--- config.mk ---
export PLATFORM = sky130hd
export DESIGN_NAME = bongo_hit_detector
export DESIGN_NICKNAME = d
export VERILOG_FILES = /design/src/rtl/bongo_hit_detector.sv
export SDC_FILE = /design/constraint.sdc
export NUM_CORES = 1
export LEC_CHECK = 0
export BUFFER_PORTS_ARGS = -buffer_cell sky130_fd_sc_hd__buf_2
export CORE_MARGIN = 1
export CORE_UTILIZATION = 55
export CTS_CLUSTER_DIAMETER = 40
export DETAILED_ROUTE_END_ITERATION = 16
export PLACE_DENSITY = 0.76
export SYNTH_ARGS = -nofsm -noshare
export SYNTH_HDL_FRONTEND = slang
export SYNTH_HIERARCHICAL = 1
export SYNTH_SLANG_ARGS = --single-unit
--- constraint.sdc ---
create_clock -name clk -period 2.5 [get_ports clk]
set_clock_uncertainty 0.15 [all_clocks]
set_input_delay 0.5 -clock clk [delete_from_list [all_inputs] [get_ports clk]]
set_output_delay 0.5 -clock clk [all_outputs]
set_load 0.02 [all_outputs]
--- src/rtl/bongo_hit_detector.sv ---
// Two-pad bongo hit detector: synchronizes each pad, debounces it, stretches
// the hit into a fixed-length level, then locks out until the pad is released.
module bongo_hit_channel #(
  parameter int DEB_CYC  = 500000,
  parameter int HOLD_CYC = 50000,
  parameter int LOCK_CYC = 2500000,
  parameter int CNT_W    = 22
) (
  input  logic       clk,
  input  logic       rst,
  input  logic       en,
  input  logic       s,
  output logic       bongo_hit,
  output logic       hit_pulse,
  output logic [7:0] hit_cnt
);

  typedef enum logic [2:0] {IDLE, DEBOUNCE, HIT, LOCKOUT, WAIT_REL} state_t;

  state_t             state_q, state_d;
  logic [CNT_W-1:0]   cnt_q, cnt_d;
  logic               hit_q, hit_d;
  logic               pulse_q, pulse_d;
  logic [7:0]         hit_cnt_q, hit_cnt_d;

  always_comb begin
    state_d   = state_q;
    cnt_d     = cnt_q;
    hit_cnt_d = hit_cnt_q;
    case (state_q)
      IDLE: begin
        if (s) begin
          state_d = DEBOUNCE;
          cnt_d   = CNT_W'(1);
        end
      end
      DEBOUNCE: begin
        if (!s) begin
          state_d = IDLE;
          cnt_d   = '0;
        end else if (cnt_q == CNT_W'(DEB_CYC)) begin
          state_d = HIT;
          cnt_d   = CNT_W'(1);
        end else begin
          cnt_d = cnt_q + CNT_W'(1);
        end
      end
      HIT: begin
        if (cnt_q == CNT_W'(HOLD_CYC)) begin
          state_d = LOCKOUT;
          cnt_d   = CNT_W'(1);
        end else begin
          cnt_d = cnt_q + CNT_W'(1);
        end
      end
      LOCKOUT: begin
        if (cnt_q == CNT_W'(LOCK_CYC)) begin
          state_d = WAIT_REL;
          cnt_d   = '0;
        end else begin
          cnt_d = cnt_q + CNT_W'(1);
        end
      end
      WAIT_REL: begin
        if (!s) state_d = IDLE;
      end
      default: begin
        state_d = IDLE;
        cnt_d   = '0;
      end
    endcase

    if (!en) begin
      state_d = IDLE;
      cnt_d   = '0;
    end

    // Outputs are decoded from the next state so they are registered with it.
    hit_d   = (state_d == HIT);
    pulse_d = (state_d == HIT) && (state_q != HIT);
    if (pulse_d) hit_cnt_d = hit_cnt_q + 8'd1;
  end

  always_ff @(posedge clk or negedge rst) begin
    if (!rst) begin
      state_q   <= IDLE;
      cnt_q     <= '0;
      hit_q     <= 1'b0;
      pulse_q   <= 1'b0;
      hit_cnt_q <= 8'd0;
    end else begin
      state_q   <= state_d;
      cnt_q     <= cnt_d;
      hit_q     <= hit_d;
      pulse_q   <= pulse_d;
      hit_cnt_q <= hit_cnt_d;
    end
  end

  assign bongo_hit = hit_q;
  assign hit_pulse = pulse_q;
  assign hit_cnt   = hit_cnt_q;

endmodule

module bongo_hit_detector #(
  parameter int DEB_CYC  = 500000,
  parameter int HOLD_CYC = 50000,
  parameter int LOCK_CYC = 2500000
) (
  input  logic       clk,
  input  logic       rst,
  input  logic       en,
  input  logic [1:0] pad,
  output logic [1:0] bongo_hit,
  output logic [1:0] hit_pulse,
  output logic [7:0] hit_cnt_l,
  output logic [7:0] hit_cnt_r
);

  localparam int MAX_DH  = (DEB_CYC > HOLD_CYC) ? DEB_CYC : HOLD_CYC;
  localparam int MAX_CYC = (MAX_DH > LOCK_CYC) ? MAX_DH : LOCK_CYC;
  localparam int CNT_W   = $clog2(MAX_CYC + 1);

  logic [1:0] sync1_q, sync1_d;
  logic [1:0] sync2_q, sync2_d;
  logic [7:0] hit_cnt [2];

  always_comb begin
    sync1_d = pad;
    sync2_d = sync1_q;
  end

  always_ff @(posedge clk or negedge rst) begin
    if (!rst) begin
      sync1_q <= 2'b00;
      sync2_q <= 2'b00;
    end else begin
      sync1_q <= sync1_d;
      sync2_q <= sync2_d;
    end
  end

  for (genvar ch = 0; ch < 2; ch++) begin : g_ch
    bongo_hit_channel #(
      .DEB_CYC  (DEB_CYC),
      .HOLD_CYC (HOLD_CYC),
      .LOCK_CYC (LOCK_CYC),
      .CNT_W    (CNT_W)
    ) u_channel (
      .clk       (clk),
      .rst       (rst),
      .en        (en),
      .s         (sync2_q[ch]),
      .bongo_hit (bongo_hit[ch]),
      .hit_pulse (hit_pulse[ch]),
      .hit_cnt   (hit_cnt[ch])
    );
  end

  assign hit_cnt_l = hit_cnt[0];
  assign hit_cnt_r = hit_cnt[1];

endmodule

### After elaboration in Yosys (flattened, before gate mapping)

Cells that the tools add are included.

| cells by class | value |
|---|---|
| $add $sub $neg | 4 |
| equality and inequality tests | 22 |
| mux-type cells | 30 |
| reduce and logical (&&, ||, !) cells | 6 |

Operators by type and width:

| operator | number |
|---|---|
| two-way mux 22 bit | 12 |
| case mux 22 bit (5 select lines) | 2 |
| adder 22 x 1 -> 22 bit, second input constant | 2 |
| equality test 22 x 16 -> 1 bit, second input constant | 2 |
| equality test 22 x 19 -> 1 bit, second input constant | 2 |
| equality test 22 bit, second input constant | 2 |
| two-way mux 3 bit | 14 |
| case mux 3 bit (5 select lines) | 2 |
| equality test 3 x 2 -> 1 bit, second input constant | 6 |
| adder 8 x 1 -> 8 bit, second input constant | 2 |
| equality test 3 x 1 -> 1 bit, second input constant | 2 |
| equality test 3 bit, second input constant | 2 |
| logical NOT 3 bit | 2 |
| inequality test 3 x 2 -> 1 bit, second input constant | 2 |
| inequality test 3 bit, second input constant | 2 |
| inequality test 2 bit, second input constant | 2 |
| AND reduction 2 bit | 2 |
| logical AND 1 bit | 2 |

| storage, ports and cells | value |
|---|---|
| bits in registers | 74 |
| input bits | 5 |
| output and inout port bits | 20 |
| logic and storage cells | 74 |

### Logic depth before layout (Yosys ltp)

| depth | value |
|---|---|
| word-level depth | 7 |
| mapped depth | 8 |
| gate-level depth less buffers | 7 |

### Hierarchy

Netlist, hierarchy kept.

By module, submodules not included:

| module | times used | cells an instance | area an instance (µm²) |
|---|---|---|---|
| bongo_hit_channel | 2 | 213 | 1980.6 |
| bongo_hit_detector | 1 | 4 | 100.1 |

### Least setup slack after synthesis

Ideal clock, no wire load.

| path | value |
|---|---|
| path kind | reg-to-reg |
| from | register g_ch[0].u_channel.cnt_q[10] |
| to | register g_ch[0].u_channel.hit_cnt_q[1] |
| setup time | 0.127 ns |
| data arrival time | 2.192 ns |
| data required time | 2.223 ns |
| path slack | 0.031 ns |
| cell stages (with the launch flop) | 6 |
| buffers on the path | 1 |
| period minus slack after synthesis | 2.469 ns |
| cells stage by stage | dfrtp_1 -> buf_6 -> or3_1 -> or4_4 -> nor4_4 -> mux2_1 |

| on the way | value |
|---|---|
| longest elaborated chain between the ends | 7 |
| elaborated cells on any way between the ends | 11 |
| those cells by class | 4 x eq/ne; 6 x mux; 1 x reduce/logical |

Ends and longest elaborated chain:

| what | line | source |
|---|---|---|
| start: declaration | 21 | `logic [CNT_W-1:0] cnt_q, cnt_d;` |
| start signal: assignment | 93 | `cnt_q <= cnt_d;` |
| equality test 22 x 19 -> 1 bit | 41 | `end else if (cnt_q == CNT_W'(DEB_CYC)) begin` |
| two-way mux 3 bit | 41 |  |
| two-way mux 3 bit | 38 | `if (!s) begin` |
| case mux 3 bit (5 select lines) * | 30 | `case (state_q)` |
| two-way mux 3 bit * | 73 | `if (!en) begin` |
| equality test 3 x 2 -> 1 bit * | 80 | `pulse_d = (state_d == HIT) && (state_q != HIT);` |
| logical AND 1 bit * | 80 |  |
| net g_ch[0].u_channel.pulse_d | 23 | `logic pulse_q, pulse_d;` |
| end signal: assignment | 96 | `hit_cnt_q <= hit_cnt_d;` |
| end: declaration | 24 | `logic [7:0] hit_cnt_q, hit_cnt_d;` |

Mark *: on every way through the listed nets, which the timed path passes. The rest lies on a longest branch.
A chain may end at the register's enable or synchronous reset.

### Worst setup path in the final report

| path | value |
|---|---|
| from | register g_ch[0].u_channel.cnt_q[19] |
| to | register g_ch[0].u_channel.hit_cnt_q[1] |

Same word-level chain as after synthesis.

==> flow_summary.ini <==
[critical_path]
reg2regPathDepth = 5
worstPathRequired_ps = 2570
cp.arrival_ps = 2500
crit_fanout = 10
cpMaxStageDelayCell = or4_4
crit_type = reg -> reg
r2r_slack_ps = 70
startpoint = g_ch[0].u_channel/cnt_q[19]
endpoint_kind = register
startpoint_type = register
path_cells = or3_4 -> or4_4 -> nor4_4 -> buf_6 -> mux2_1
r2r_start = g_ch[0].u_channel/cnt_q[19]
endpoint = g_ch[0].u_channel/hit_cnt[1]
r2r_end = g_ch[0].u_channel/hit_cnt[1]
critPathMaxStageDelay_ps = 550

[clock_network]
cts-root-buf = clkbuf_8
cts.sinks = 74
clk_latency_ps = 340
cts_tree = built
cts_max_level = 3
cts_buffers = 9
ctsLongestPathBuffers = 2
clkTransAtPathRegs_ps = 80

[sta]
fin_crit_sh_pct = 97.32
fmax_mhz = 411.0
final.min_clock_period_ps = 2433
slew_violations = 0
tightestPinTransition_ps = 574.5
max_slew_margin_pct = 61.70
setup_viol = 0
rsz0062_at_grt = yes
report.final.hold_viol_count = 0

[synthesis]
yosys.area.top_type = dfrtp_1
seq_area_frac_synth_pct = 45.59
synth_cells = 430
synth_seq_cells = 74
netlist_area_mm2 = 0.004061
synth.avg_cell_area_um2 = 9.445
synthTopCellsByArea = dfrtp_1 46%, xnor2_1 9.1%, a21oi_1 4.7%, nand2_1 3.3%, nand4_1 2.8%
ys_types = 44
yosys_warnings = 6
yosysTopAreaCellShare_pct = 45.59
syn-num-nets = 441
yosys_most_used_dff = dfrtp_1
synth-edff-count = 0
async_flop_share_pct = 100.0

[global_routing]
antenna_found_initial = 0
grt_max_degree = 38
groute.usage.overall_pct = 26.24
grt.overflow.total = 0
grt_pass1_vias = 3361
grt_pass1_wl_mm = 15.86

[routing]
dr.pass1.iters = 4
postRouteAntennaNets = 0
route.detailed.drc = 0
vias_per_cell = 5.896
dr_total_vias = 3473
drtIter0Drc = 160
wl_per_cell_um = 15.69
routed_wirelength_mm = 9.241

[finish]
register_area_mm2 = 0.001852
fillers = 518
final_common_cell = dfrtp_1
drive_gt1_share_pct = 18.66
finalInstanceArea_mm2 = 0.004808
n_antenna_cell = 0
final_cell_mix = 74 x dfrtp_1, 42 x xnor2_1, 38 x a21oi_1
multi_input_area_mm2 = 0.002096
finalNetCount = 499
postLayoutCoreUtil_pct = 69.24
area_growth_syn_to_layout_pct = 18.39

[power_and_ir_drop]
ir_drop_uv = 348.9
power_density_mw_per_mm2 = 472.5
p_leak_uw = 0.002013

[status]
status = completed

[place]
placed_area_mm2 = 0.004542
port_buffers = 24
post-dp-hpwl_mm = 6.518
gp_routability_congestion = 0.9029

[die]
dieArea_mm2 = 0.007732
rows = 30
die_x_um = 87.93
start_util_pct = 58.49
core_mm2 = 0.006944
die_h_um = 87.93
pin_count = 25

[job]
cap_violations = 0

[hold_path]
hp-class = in -> reg
==> metal layers <==
metal	up-vias	wire length [µm]	global-route usage [%]
li1	1688	-	-
met1	1677	4268	35.10
met2	95	4423	43.20
met3	13	417	4.524
met4	0	132	8.793
met5	-	0	0
==> timing repair <==
item,in CTS,in global routing
hold buffers,1,0
setup endpoints to repair,0,39
resized for setup,0,7
setup buffers,0,2
endpoints found under the hold margin,35,0
==> registers in the layout, summed over array words and instances, names as in the netlist <==
register / cells
g_ch.u_channel/cnt_q: 44
g_ch.u_channel/hit_cnt: 16
g_ch.u_channel/state_q: 6
g_ch.u_channel/bongo_hit: 2
g_ch.u_channel/hit_pulse: 2
sync1_q: 2
sync2_q: 2
==> synth_stat cells, drive strengths merged (6+ instances only) <==
| library cell | number |
|---|---|
| nor3 | 20 |
| nor2 | 22 |
| or3 | 8 |
| nand4bb | 6 |
| inv | 18 |
| and3 | 14 |
| clkbuf | 12 |
| nand3 | 18 |
| nand2 | 36 |
| nor4 | 20 |
| nand4 | 18 |
| o21ai | 16 |
| xnor2 | 42 |
| a21oi | 38 |
| dfrtp | 74 |
| ha | 6 |
| buf | 6 |
==> logic make-up (layout without fill, tap and decap cells) <==
| kind of cell | after synthesis | after routing | share of synthesized area, % |
|---|---|---|---|
| and+or+nand+nor | 186 | 186 | 26.62 |
| DFF | 74 | 74 | 45.59 |
| muxes | 2 | 2 | 0.5545 |
| xor gates and xnor gates | 44 | 44 | 9.489 |
| AOI/OAI and AO/OA | 82 | 82 | 12.08 |
| buffers and inverters | 36 | 99 | 3.820 |
| adders and majority gates | 6 | 6 | 1.848 |
==> worst min-delay path by stage <==
stage               slack, ps  depth (start not counted)  startpoint                           to
global route              120                          1      pad[1]                   sync1_q[1]
finish                    130                          1      pad[1]                   sync1_q[1]
global placement          190                          0  sync1_q[1]                   sync2_q[1]
detailed placement        200                          0  sync1_q[1]                   sync2_q[1]
floorplan                  50                          0         rst  g_ch[0].u_channel/bongo_hit
CTS                       120                          1      pad[1]                   sync1_q[1]
==> critical path, delay by kind of cell (launching register included) <==
kind          cells  cell delay (ps)
buf+inv           1              170
simple gates      3             1250
flops             1              400
mux               1              330
==> layout make-up <==
cell class	instances	area share, %
flip-flops and latches	74	38.51
well taps	96	2.498
multi-input cells	320	43.59
clock inverters	5	1.093
clock buffers	11	3.149
inverters	18	1.405
repair buffers	65	9.758
==> where the power goes <==
part / leakage (µW) / internal [µW] / switching, µW / total (µW)
Combinational: 0.000888 / 40.0 / 74.8 / 115
Clock: 0.000105 / 510 / 432 / 942
Sequential: 0.00102 / 1210 / 10.1 / 1220
Total: 0.00201 / 1760 / 516 / 2270
==> stage by stage <==
stage / hold slack (ps) / TNS [ps] / cells / worst slack [ps] / power [µW]
floorplan: 54.41 / 0 / 430 / 30.69 / 1288
global placement: 185.0 / 0 / 570 / 129.9 / 1348
detailed placement: 196.6 / 0 / 570 / 79.22 / 1350
CTS: 121.4 / 0 / 587 / 60.06 / 2291
global route: 116.4 / -19.66 / 589 / -10.62 / 2374
finish: 125.2 / 0 / 589 / 67.03 / 2272
(Power assumes the default switching activity.)
